[src/rtl/rx_cmd_parser.sv]
// Frames the RX PIE bit stream into Gen2 commands (opcode decode, length count, CRC-5/CRC-16 check).
// Latency: cmd_done 1 clk after the final bit strobe; no backpressure, strobes are ignored until aborted.
module rx_cmd_parser (
   input  logic        clk,
   input  logic        reset,
   input  logic        bitin,
   input  logic        bitclk,
   input  logic        rx_overflow_reset,
   output logic        cmd_done,
   output logic [2:0]  cmd_code,
   output logic        cmd_err,
   output logic [1:0]  session,
   output logic [3:0]  q,
   output logic        dr,
   output logic        trext,
   output logic        target,
   output logic [1:0]  m,
   output logic [1:0]  sel,
   output logic [2:0]  updn,
   output logic [15:0] rn16
);

   typedef enum logic [1:0] {S_IDLE, S_RECV, S_DONE} state_t;

   localparam logic [4:0]  CRC5_PRESET  = 5'b01001;
   localparam logic [15:0] CRC16_PRESET = 16'hFFFF;
   localparam logic [15:0] CRC16_RESID  = 16'h1D0F;
   localparam logic [7:0]  OP_REQ_RN    = 8'b1100_0001;

   localparam logic [2:0] C_QREP = 3'd1;
   localparam logic [2:0] C_ACK  = 3'd2;
   localparam logic [2:0] C_QRY  = 3'd3;
   localparam logic [2:0] C_QADJ = 3'd4;
   localparam logic [2:0] C_REQ  = 3'd5;
   localparam logic [2:0] C_UNSP = 3'd7;

   state_t      state_q;
   logic        bitclk_q;
   logic [5:0]  cnt_q, cnt_d;
   logic [39:0] sr_q, sr_d;
   logic [7:0]  op_q, op_d;
   logic [4:0]  crc5_q, crc5_d;
   logic [15:0] crc16_q, crc16_d;
   logic        strobe;
   logic [2:0]  fin_code;

   always_comb begin
      strobe  = bitclk & ~bitclk_q;
      cnt_d   = (cnt_q == 6'd40) ? cnt_q : cnt_q + 6'd1;
      sr_d    = (cnt_q == 6'd40) ? sr_q : {sr_q[38:0], bitin};
      op_d    = op_q;
      if (cnt_q < 6'd8) begin
         op_d[3'd7 - cnt_q[2:0]] = bitin;
      end
      crc5_d  = {crc5_q[3:0], 1'b0} ^ ({5{crc5_q[4] ^ bitin}} & 5'b01001);
      crc16_d = {crc16_q[14:0], 1'b0} ^ ({16{crc16_q[15] ^ bitin}} & 16'h1021);

      // Opcode bits are only trusted up to the current count, so each
      // decision point looks at just the prefix received so far.
      fin_code = 3'd0;
      case (cnt_d)
         6'd4: begin
            if (op_d[7:6] == 2'b00)
               fin_code = C_QREP;
            else if (op_d[7:5] == 3'b101)
               fin_code = C_UNSP;
         end
         6'd8:  if (op_d[7:6] == 2'b11 && op_d != OP_REQ_RN) fin_code = C_UNSP;
         6'd9:  if (op_d[7:4] == 4'b1001) fin_code = C_QADJ;
         6'd18: if (op_d[7:6] == 2'b01) fin_code = C_ACK;
         6'd22: if (op_d[7:4] == 4'b1000) fin_code = C_QRY;
         6'd40: if (op_d == OP_REQ_RN) fin_code = C_REQ;
         default: fin_code = 3'd0;
      endcase
   end

   always_ff @(posedge clk or posedge reset) begin
      if (reset) begin
         state_q  <= S_IDLE;
         bitclk_q <= 1'b0;
         cnt_q    <= 6'd0;
         sr_q     <= 40'd0;
         op_q     <= 8'd0;
         crc5_q   <= CRC5_PRESET;
         crc16_q  <= CRC16_PRESET;
         cmd_done <= 1'b0;
         cmd_code <= 3'd0;
         cmd_err  <= 1'b0;
         session  <= 2'd0;
         q        <= 4'd0;
         dr       <= 1'b0;
         trext    <= 1'b0;
         target   <= 1'b0;
         m        <= 2'd0;
         sel      <= 2'd0;
         updn     <= 3'd0;
         rn16     <= 16'd0;
      end else begin
         bitclk_q <= bitclk;
         cmd_done <= 1'b0;
         if (rx_overflow_reset) begin
            // Abort beats a coincident strobe; decoded outputs stay as they were.
            state_q <= S_IDLE;
            cnt_q   <= 6'd0;
            sr_q    <= 40'd0;
            op_q    <= 8'd0;
            crc5_q  <= CRC5_PRESET;
            crc16_q <= CRC16_PRESET;
         end else if (strobe && state_q != S_DONE) begin
            state_q <= S_RECV;
            cnt_q   <= cnt_d;
            sr_q    <= sr_d;
            op_q    <= op_d;
            crc5_q  <= crc5_d;
            crc16_q <= crc16_d;
            if (fin_code != 3'd0) begin
               state_q  <= S_DONE;
               cmd_done <= 1'b1;
               cmd_code <= fin_code;
               case (fin_code)
                  C_QREP: begin
                     session <= sr_d[1:0];
                     cmd_err <= 1'b0;
                  end
                  C_ACK: begin
                     rn16    <= sr_d[15:0];
                     cmd_err <= 1'b0;
                  end
                  C_QRY: begin
                     dr      <= sr_d[17];
                     m       <= sr_d[16:15];
                     trext   <= sr_d[14];
                     sel     <= sr_d[13:12];
                     session <= sr_d[11:10];
                     target  <= sr_d[9];
                     q       <= sr_d[8:5];
                     cmd_err <= (crc5_d != 5'd0);
                  end
                  C_QADJ: begin
                     session <= sr_d[4:3];
                     updn    <= sr_d[2:0];
                     cmd_err <= 1'b0;
                  end
                  C_REQ: begin
                     rn16    <= sr_d[31:16];
                     cmd_err <= (crc16_d != CRC16_RESID);
                  end
                  default: cmd_err <= 1'b1;
               endcase
            end
         end
      end
   end

endmodule
[config.mk]
export PLATFORM = sky130hd
export DESIGN_NAME = rx_cmd_parser
export DESIGN_NICKNAME = d
export VERILOG_FILES = /design/src/rtl/rx_cmd_parser.sv
export SDC_FILE = /design/constraint.sdc
export NUM_CORES = 1
export LEC_CHECK = 0
export CAP_MARGIN = 30
export CORE_ASPECT_RATIO = 0.7
export CORE_UTILIZATION = 53
export DETAILED_ROUTE_END_ITERATION = 12
export GPL_ROUTABILITY_DRIVEN = 0
export PLACE_DENSITY = 0.76
export SYNTH_ARGS = -nofsm -noshare
export SYNTH_HDL_FRONTEND = slang
export SYNTH_SLANG_ARGS = --single-unit
[constraint.sdc]
create_clock -name clk -period 3.6 [get_ports clk]
set_input_delay 0.72 -clock clk [delete_from_list [all_inputs] [get_ports clk]]
set_output_delay 0.72 -clock clk [all_outputs]
set_load 0.02 [all_outputs]
==> results by group <==
Final layout
  • Reg area: 2700 µm²
  • NumNets Final: approximately 650
  • Fill cells: about 830
  • Final instance area: 6580 µm²
  • Multi-input gate area: roughly 2800 µm²
  • Area growth syn-to-layout: 15.6%
  • Fraction of layout cells with a size suffix above 1: between 10% and 20%
  • Antenna cells: 0

Synth
  • Multiplexer share of the synthesized area: 11.3%
  • Syn nets: slightly above 600
  • Synth Area in Compound Gates: approximately an eighth
  • Syn Inst Count: 606
  • #FFs+latches synth: around 110
  • Area contributors post-synth: dfrtp_1, dfstp_2, nand2_1, mux2i_1, a21oi_1
  • Synth Area in XOR/XNOR: 1.54%
  • Post-synth EDFFs: 0
  • Mean Syn Cell Area: ~9.4 µm²
  • Post-synthesis adder-cell area fraction: 0.659%
  • Leading area contributor after synthesis: dfrtp_1
  • Largest family of logic cells by synthesized area: simple AND/OR/NAND/NOR gates
  • Cell variety after synth: 71
  • Post-synthesis sequential area ratio: ~47%
  • Post-synth top area share: about 40%
  • Post-synth ARST share: between 90% and 100%
  • Top FF cell, synth: dfrtp_1
  • Ys Warns: 0
  • Synth Cell Area: ~5700 µm²
  • Synth top cells by count: nand2_1, dfrtp_1, a21oi_1, mux2i_1, nor2_1
  • Top-count cell post-synth: nand2_1
  • Synth Area in Simple Gates: approximately 22%

Floorplanning
  • Core box area: a little over 10000 µm²
  • Num rows: 31
  • Initial Util: 54.8%
  • I/O pin count: between 40 and 50
  • Die H: approximately 90 µm
  • Die W: between 100 and 150 µm
  • Die Area: roughly 11000 µm²

STA
  • Setup_tns: 0 ns
  • Endpoints failing hold: 0
  • Relative slew slack: 44.8%
  • Max Slew Vio Count: 0
  • Final setup vio count: 0
  • Hold_ws: roughly 0.48 ns
  • Tmin final: about 3.4 ns
  • Final worst path period share: a little over nine tenths
  • RSZ-0062 raised after global routing: no
  • Max Clk Rate: 0.296 GHz
  • Worst-Margin Slew: approximately 0.83 ns
  • Final clock skew: 0.00813 ns

Power
  • NetSw: approximately 0.00064 W
  • Seq pwr share: approximately half
  • Clk pwr share: approximately two fifths
  • Leakage power: approximately 2.6 nW
  • Power Density: ~380 nW/µm²
  • Switching Fraction: about a quarter
  • VDD IR max: ~0.00024 V
  • Combinational share of power: 9.0%
  • Int Power: 0.00189 W

GRT
  • GR Overflow Total: 0
  • Largest net degree at the start of global routing: 60
  • Vias in the first global route: roughly 4200
  • First-pass GRT wire length: about 22000 µm
  • Initial antenna violation count: 0
  • All-layer global routing usage: 25.9%

Placed design
  • Final HPWL DP: roughly 9500 µm
  • Area after DPL: 6270 µm²
  • PortBufs: 41

Clocking
  • CTS Hold Bufs: 0
  • Root Buffer: clkbuf_16
  • CTS resizes: 0
  • CTS Buf Count: 9
  • Post-CTS Setup Inserts: 0
  • H-tree depth: 3
  • Clock transition at the registers of the reported paths: 0.08 ns
  • Clock latency at the later pin of the worst-skew pair: 0.35 ns
  • Number of clock sinks: approximately 110
  • Bufs on Longest Clock Path: 2
  • CTS tree: built

Critical path
  • Crit path launch type: flip-flop
  • Critical path arrival: about 3.6 ns
  • Crit-path max FO: 19
  • Req. time, crit path: 3.84 ns
  • Critical Path End Type: flip-flop
  • Setup CP Type: flip-flop to flip-flop

Drt
  • Vias/cell: roughly 5.9
  • Final WL: ~14000 µm
  • Initial DRC Count: 434
  • Via count: between 4000 and 5000
  • DRC errors left: 0
  • Final ANT Viol Nets: 0
  • TritonRoute pass-1 iters: 5
  • Wire per inst: 17.7 µm

Hold path
  • Hold WC Path Type: flip-flop to flip-flop

Run
  • MaxCap Viol Count: 0

Outcome
  • Status: finished clean
## per-stage QoR
| stage | cells | worst slack (ns) | util, % | power [W] |
|---|---|---|---|---|
| floorplan | 606 | 0.0925 | - | 0.00145 |
| global placement | 760 | 0.243 | 60.4 | 0.00152 |
| detailed placement | 760 | 0.163 | 60.4 | 0.00153 |
| CTS | 776 | 0.312 | 63.3 | 0.00255 |
| global route | 776 | 0.0471 | 63.3 | 0.00262 |
| finish | 776 | 0.222 | 63.3 | 0.00253 |
## cell usage in the layout (no fill, tap or decap), types with 3 or more instances in the layout
cell type	instances
clkdlybuf4s50_1	41
and2_1	4
nor3_1	7
o211ai_1	7
buf_4	21
nor4_1	6
o21ai_1	6
a211oi_1	11
inv_1	11
nand4b_1	3
nand3_1	24
nand2b_1	4
o21ai_0	21
dfstp_2	18
nor2b_1	4
nand2_1	124
clkbuf_16	9
a21oi_1	50
mux2_2	16
dfrtp_1	89
nor3_2	3
or3_1	3
nand4_1	5
ha_1	3
nor2_1	41
xnor2_1	4
xor2_1	6
mux2i_1	42
## layout make-up
class | instances | share of cell area [%]
inverter | 12 | 0.723
sequential | 107 | 41.0
clock buffer | 12 | 3.75
clock inverter | 4 | 0.894
tap | 132 | 2.51
multi-input combinational | 446 | 42.1
timing repair buffer | 63 | 8.94
## critical path, cell delays in order (launching register included)
cell and delay (ns):
dfrtp_1 0.76, nand3_1 0.42, nor4b_1 0.36, a211oi_1 0.17
nor4_1 0.48, a32o_1 0.32, or2_1 0.24, o21a_2 0.22
mux2_4 0.30
## registers in the layout, indices dropped and copies added (netlist names)
signal    cells
bitclk_q      1
cmd_code      3
cmd_done      1
cmd_err       1
cnt_q         6
crc16_q      16
crc5_q        5
dr            1
m             2
op_q          8
q             4
rn16         16
sel           2
session       2
sr_q         32
state_q       2
target        1
trext         1
updn          3
## power by group through the flow
| stage | Sequential, W | Clock [W] | Combinational, W |
|---|---|---|---|
| 2_1_floorplan | 0.00129 | 0 | 0.000159 |
| 3_3_place_gp | 0.00130 | 0 | 0.000222 |
| 3_5_place_dp | 0.00130 | 0 | 0.000228 |
| 4_1_cts | 0.00127 | 0.00104 | 0.000229 |
| 5_1_grt | 0.00128 | 0.00108 | 0.000253 |
| 6_report | 0.00128 | 0.00103 | 0.000229 |
## path summary, 6_finish.rpt
| path | to | start | cells past startpoint | slack [ns] |
|---|---|---|---|---|
| worst max-delay path | cmd_err$_DFFE_PP0P_ | cnt_q[2]$_DFFE_PP0P_ | 8 | 0.22 |
| worst min-delay path | rn16[8]$_DFFE_PP0P_ | rn16[8]$_DFFE_PP0P_ | 2 | 0.48 |
| worst max register to register | cmd_err$_DFFE_PP0P_ | cnt_q[2]$_DFFE_PP0P_ | 8 | 0.22 |
| worst min register to register | rn16[8]$_DFFE_PP0P_ | rn16[8]$_DFFE_PP0P_ | 2 | 0.48 |
| max in group asynchronous | rn16[7]$_DFFE_PP0P_ | reset | 3 | 1.89 |
| min in group asynchronous | m[0]$_DFFE_PP0P_ | reset | 2 | 0.85 |
## cell families after synthesis
kind of cell,after synthesis
AND/OR/NAND/NOR,255
multiplexers,61
buffers and inverters,53
XOR/XNOR,10
flip-flops,107
adder cells (fa/ha/maj),3
AO/OA/AOI/OAI,117
## layer usage
metal | part of all wire, % | vias to the layer above | GRT usage (%)
li1 | - | 2180 | -
met1 | 50 | 2199 | 39.9
met4 | 1.3 | 0 | 7.34
met5 | 0 | - | 0
met2 | 42 | 185 | 36.6
met3 | 7.3 | 17 | 5.26
No activity file was read; power rests on OpenSTA's default activity.
